**config.mk**
```make
export PLATFORM = sky130hd
export DESIGN_NAME = mem_port_arbiter
export DESIGN_NICKNAME = d
export VERILOG_FILES = /design/src/rtl/mem_port_arbiter_pkg.sv /design/src/rtl/mem_port_arbiter_rr_arbiter2.sv /design/src/rtl/mem_port_arbiter.sv
export SDC_FILE = /design/constraint.sdc
export NUM_CORES = 1
export LEC_CHECK = 0
export CORE_UTILIZATION = 42
export DETAILED_ROUTE_END_ITERATION = 7
export PLACE_DENSITY = 0.93
export RECOVER_POWER = 50
export SLEW_MARGIN = 20
export SYNTH_ARGS = -nofsm -noshare
export SYNTH_HDL_FRONTEND = slang
export SYNTH_SLANG_ARGS = --single-unit
```
**constraint.sdc**
```tcl
create_clock -name clk -period 2 [get_ports clk]
set_input_delay 0.4 -clock clk [delete_from_list [all_inputs] [get_ports clk]]
set_output_delay 0.4 -clock clk [all_outputs]
set_load 0.005 [all_outputs]
```
**src/rtl/mem_port_arbiter_pkg.sv**
```systemverilog
// Shared encodings for the I/D main-memory port arbiter.
// State and requester-id constants used by the FSM and its round-robin helper.
package mem_port_arbiter_pkg;

   typedef enum logic [1:0] {
      ST_IDLE   = 2'd0,
      ST_ACCESS = 2'd1,
      ST_DONE   = 2'd2
   } state_t;

   localparam logic REQ_I = 1'b0;
   localparam logic REQ_D = 1'b1;

   // Wide enough for MEM_LAT-1 with MEM_LAT up to 15.
   localparam int CNT_W = 4;

endpackage

```
**src/rtl/mem_port_arbiter_rr_arbiter2.sv**
```systemverilog
// Two-way round-robin winner select between the I-cache and D-cache requests.
// On a tie, the requester that was not granted last time wins.
module rr_arbiter2
   import mem_port_arbiter_pkg::*;
(
   input  logic i_req,
   input  logic d_req,
   input  logic last_grant,
   output logic gnt_vld,
   output logic gnt_id
);

   always_comb begin
      gnt_vld = i_req | d_req;
      gnt_id  = REQ_I;
      if (i_req && d_req) begin
         gnt_id = ~last_grant;
      end else if (d_req) begin
         gnt_id = REQ_D;
      end
   end

endmodule

```
**src/rtl/mem_port_arbiter.sv**
```systemverilog
// Shares one fixed-latency main-memory port between the I-cache miss path and the
// D-cache path: one access at a time, MEM_LAT cycles on the bus, then a ready pulse.
module mem_port_arbiter
   import mem_port_arbiter_pkg::*;
#(
   parameter int ADDR_W  = 32,
   parameter int DATA_W  = 32,
   parameter int MEM_LAT = 3
) (
   input  logic              clk,
   input  logic              rst,
   input  logic              i_req,
   input  logic [ADDR_W-1:0] i_addr,
   output logic              i_ready,
   output logic [DATA_W-1:0] i_rdata,
   input  logic              d_req,
   input  logic              d_we,
   input  logic [ADDR_W-1:0] d_addr,
   input  logic [DATA_W-1:0] d_wdata,
   output logic              d_ready,
   output logic [DATA_W-1:0] d_rdata,
   output logic              mem_en,
   output logic              mem_we,
   output logic [ADDR_W-1:0] mem_addr,
   output logic [DATA_W-1:0] mem_wdata,
   input  logic [DATA_W-1:0] mem_rdata,
   output logic              busy
);

   state_t              state_q, state_d;
   logic                owner_q, owner_d;
   logic                last_q, last_d;
   logic                we_q, we_d;
   logic [ADDR_W-1:0]   addr_q, addr_d;
   logic [DATA_W-1:0]   wdata_q, wdata_d;
   logic [CNT_W-1:0]    cnt_q, cnt_d;
   logic [DATA_W-1:0]   i_rdata_q, i_rdata_d;
   logic [DATA_W-1:0]   d_rdata_q, d_rdata_d;

   logic gnt_vld, gnt_id;

   rr_arbiter2 u_rr (
      .i_req      (i_req),
      .d_req      (d_req),
      .last_grant (last_q),
      .gnt_vld    (gnt_vld),
      .gnt_id     (gnt_id)
   );

   always_comb begin
      state_d   = state_q;
      owner_d   = owner_q;
      last_d    = last_q;
      we_d      = we_q;
      addr_d    = addr_q;
      wdata_d   = wdata_q;
      cnt_d     = cnt_q;
      i_rdata_d = i_rdata_q;
      d_rdata_d = d_rdata_q;
      case (state_q)
         ST_IDLE: begin
            if (gnt_vld) begin
               owner_d = gnt_id;
               addr_d  = (gnt_id == REQ_D) ? d_addr : i_addr;
               we_d    = (gnt_id == REQ_D) && d_we;
               wdata_d = (gnt_id == REQ_D) ? d_wdata : '0;
               cnt_d   = CNT_W'(MEM_LAT - 1);
               state_d = ST_ACCESS;
            end
         end
         ST_ACCESS: begin
            // Memory data is only valid in the final access cycle.
            if (cnt_q == '0) begin
               state_d = ST_DONE;
               if (!we_q) begin
                  if (owner_q == REQ_D) d_rdata_d = mem_rdata;
                  else                  i_rdata_d = mem_rdata;
               end
            end else begin
               cnt_d = cnt_q - CNT_W'(1);
            end
         end
         ST_DONE: begin
            last_d  = owner_q;
            state_d = ST_IDLE;
         end
         default: state_d = ST_IDLE;
      endcase
   end

   always_ff @(posedge clk or negedge rst) begin
      if (!rst) begin
         state_q   <= ST_IDLE;
         owner_q   <= REQ_I;
         last_q    <= REQ_I;
         we_q      <= 1'b0;
         addr_q    <= '0;
         wdata_q   <= '0;
         cnt_q     <= '0;
         i_rdata_q <= '0;
         d_rdata_q <= '0;
      end else begin
         state_q   <= state_d;
         owner_q   <= owner_d;
         last_q    <= last_d;
         we_q      <= we_d;
         addr_q    <= addr_d;
         wdata_q   <= wdata_d;
         cnt_q     <= cnt_d;
         i_rdata_q <= i_rdata_d;
         d_rdata_q <= d_rdata_d;
      end
   end

   // The bus only ever reflects latched values, so live inputs cannot tear an access.
   assign mem_en    = (state_q == ST_ACCESS);
   assign mem_we    = mem_en && we_q;
   assign mem_addr  = mem_en ? addr_q : '0;
   assign mem_wdata = mem_en ? wdata_q : '0;
   assign i_ready   = (state_q == ST_DONE) && (owner_q == REQ_I);
   assign d_ready   = (state_q == ST_DONE) && (owner_q == REQ_D);
   assign i_rdata   = i_rdata_q;
   assign d_rdata   = d_rdata_q;
   assign busy      = (state_q != ST_IDLE);

endmodule

```
==> impl_metrics.tcl <==
set metrics [dict create \
    dr.pass1.iters 4 \
    crit_type "reg -> out" \
    required_ns 1.60 \
    synthCells 469 \
    reg2reg_to "wdata_q[29]" \
    drt-initial-drc-count 268 \
    worstMarginPinSlew_ns 1.241 \
    powerDensity_mw_per_mm2 1594 \
    grt_max_degree 55 \
    pin_count 266 \
    dieArea_mm2 0.01461 \
    fin_nets 889 \
    drc 0 \
    fin_crit_sh 1.003 \
    drtAntennaViolNets 0 \
    maxCapViolCount 0 \
    failed_checks "setup timing" \
    num-fill-cells 879 \
    viasPerCell 5.241 \
    antenna_found_initial 1 \
    period_needed_ns 2.007 \
    tns_ns -0.01921 \
    avgSynthCellArea_um2 12.65 \
    crit_start "state_q[0]" \
    grtUsageTotal 0.2411 \
    clockRootBuffer "clkbuf_16" \
    end_kind "output port" \
    drive_above_1_share 0.3303 \
    overflow 0 \
    endpoint "mem_wdata[29]" \
    floorplan.initialDensity 0.4292 \
    leakagePower_uw 0.004464 \
    htreeDepth 4 \
    grt_pass1_wl_mm 26.86 \
    wire_per_inst_um 18.63 \
    cts_buffer_depth 2 \
    path_clk_slew_ns 0.06 \
    clock_latency_ns 0.41 \
    routed_wl_mm 17.65 \
    fp.dieW_um 120.9 \
    cpPeakStageDelay_ns 0.40 \
    ys_warn_count 0 \
    timing.fmax_mhz 498.3 \
    core_area_mm2 0.01383 \
    finalSetupViolCount 5 \
    dp_hpwl_mm 11.62 \
    cts.sinks 137 \
    postLayoutSetupSlackWorst_ns -0.006956 \
    numCtsBuffers 17 \
    grt_pass1_vias 5248 \
    status "finished with violations" \
    syn_to_final_growth_pct 65.99 \
    synth_area_mm2 0.005934 \
    synth.distinct_cells 32 \
    intPower_uw 11130 \
    globalplace.congestion 0.8023 \
    peakVddDrop_v 0.0007778 \
    slew_headroom 0.1728 \
    hp-class "reg -> reg" \
    num_rows 43 \
    ys_ff_latch 137 \
    pwr-share-seq 0.313 \
    multiInputGateArea_mm2 0.002467 \
    worstPathMaxFanout 5 \
    synth_nets 604 \
    seq_area_mm2 0.003430 \
    switching_power_uw 4568 \
    worstPathCellList "nor2b_4, buf_12, clkbuf_16, and2_4, buf_6" \
    worstPathArrival_ns 1.61 \
    ff2ff_setup_slack_ns 0.07 \
    via_count 4963 \
    rr_worst_depth 5 \
    crit_slowest_cell "dfrtp_1" \
    finClkSkew_ns 0.007588 \
    dp_worst_setup_slack_ns 0.04953 \
    hold_viol 0 \
    clock_power_share 0.200 \
    combPwrFrac 0.487 \
    rsz0062_at_grt "yes" \
    seq_area_frac_synth 0.5777 \
    drv_slew 0 \
    r2r-start "state_q[1]" \
    start_kind "register" \
    io_buffers 265 \
    tritoncts "yes" \
    p_sw_frac 0.2909 \
    die_h_um 120.9 \
]
## how the worst min path moves through the flow
stage | startpoint | endpoint | slack [ns] | cells after the start
6_report | d_rdata[13] | d_rdata[13] | 0.50 | 1
5_1_grt | d_rdata[10] | d_rdata[10] | 0.51 | 1
4_1_cts | d_rdata[15] | d_rdata[15] | 0.50 | 1
3_5_place_dp | rst | d_rdata[8] | 0.39 | 1
3_3_place_gp | rst | i_rdata[8] | 0.38 | 1
2_1_floorplan | rst | addr_q[0] | 0.10 | 0
## logic make-up (layout without fill, tap and decap cells)
kind of cell / Yosys count / count (layout) / share of synthesized area
DFF: 137 / 137 / 0.5777
other: 0 / 1 / 0
muxes: 97 / 97 / 0.1771
and+or+nand+nor: 90 / 90 / 0.09488
adders and majority gates: 2 / 2 / 0.004216
AOI/OAI and AO/OA: 105 / 105 / 0.1139
buffers and inverters: 38 / 335 / 0.03226
## routing by layer
layer | wire length, um | track usage
met3 | 1038 | 0.05827
met4 | 376 | 0.1057
met5 | 0 | 0
met2 | 9511 | 0.4214
met1 | 6722 | 0.2797
## synthesized netlist by cell type (all sizes together)
master  count  area share
a211oi      1      0.0013
a21bo       1      0.0017
a21o        2      0.0025
a22o       33       0.049
a31o        1      0.0015
and2       66       0.070
buf        19       0.020
clkbuf     16       0.010
dfrtp     137        0.58
ha          2      0.0042
inv         3      0.0019
mux2       64        0.12
mux2i      33       0.056
nand2       1     0.00063
nand2b      1      0.0011
nand3       5      0.0042
nand3b      2      0.0025
nor2        5      0.0032
nor2b       1      0.0011
nor3        3      0.0044
nor3b       3      0.0046
o21ai      65       0.055
o221a       1      0.0019
o221ai      1      0.0015
or2         3      0.0036
## sequential cells by signal (all words and copies together), names as in the netlist
| signal | cells |
|---|---|
| last_q | 1 |
| addr_q | 32 |
| d_rdata | 32 |
| cnt_q | 4 |
| owner_q | 1 |
| i_rdata | 32 |
| we_q | 1 |
| state_q | 2 |
| wdata_q | 32 |
## cells in the final DEF (no fill, tap or decap), drive strengths merged, types with 2 or more instances in the layout
| cell type | n |
|---|---|
| nor3b | 3 |
| clkinv | 3 |
| mux2 | 64 |
| or2 | 3 |
| clkinvlp | 2 |
| mux2i | 33 |
| clkbuf | 33 |
| nor3 | 3 |
| bufinv | 3 |
| o21ai | 65 |
| inv | 3 |
| nand3 | 5 |
| a21o | 2 |
| nor2 | 5 |
| dlygate4sd2 | 3 |
| buf | 92 |
| dlygate4sd3 | 5 |
| clkdlybuf4s50 | 191 |
| and2 | 66 |
| dfrtp | 137 |
| ha | 2 |
| nand3b | 2 |
| a22o | 33 |
## layout make-up
class                   count  share of cell area
diodes                      1           0.0002540
clock buffers              23             0.04750
clock inverters             8             0.01219
inverters                   3            0.001143
multi-input cells         294              0.2505
flip-flops and latches    137              0.3482
well taps                 180             0.02286
repair buffers            301              0.3174
## through the flow
step | utilization | total power (uW) | hold slack, ns | instance area (um^2) | instances
finish | 0.7124 | 15700 | 0.4953 | 9851 | 947
detailed placement | 0.6439 | 11280 | 0.3910 | 8904 | 902
global route | 0.7124 | 16500 | 0.5121 | 9851 | 947
floorplan | - | 7379 | 0.1044 | 5934 | 469
global placement | 0.6439 | 11010 | 0.3782 | 8904 | 902
CTS | 0.6970 | 15080 | 0.4993 | 9638 | 945
## power by group through the flow
stage	logic [uW]	registers, uW	clock network, uW
3_3_place_gp	6250	4760	0
2_1_floorplan	2640	4740	0
5_1_grt	8130	5050	3320
6_report	7650	4910	3140
4_1_cts	7030	4860	3190
3_5_place_dp	6420	4860	0
## repair_timing
item,in CTS,in global routing
endpoints found under the setup margin,69,92
resized for setup,324,64
pin swaps,2,31
gates cloned,5,3
endpoints found under the hold margin,49,0
buffers inserted,6,1
hold buffers,1,0
## worst max-delay path: cells and delay by family (launching register included)
family / cells / cell delay [ns]
buf+inv: 3 / 0.41
flops: 1 / 0.40
simple gates: 2 / 0.39
Note: power is estimated with default switching activity, not from simulation.
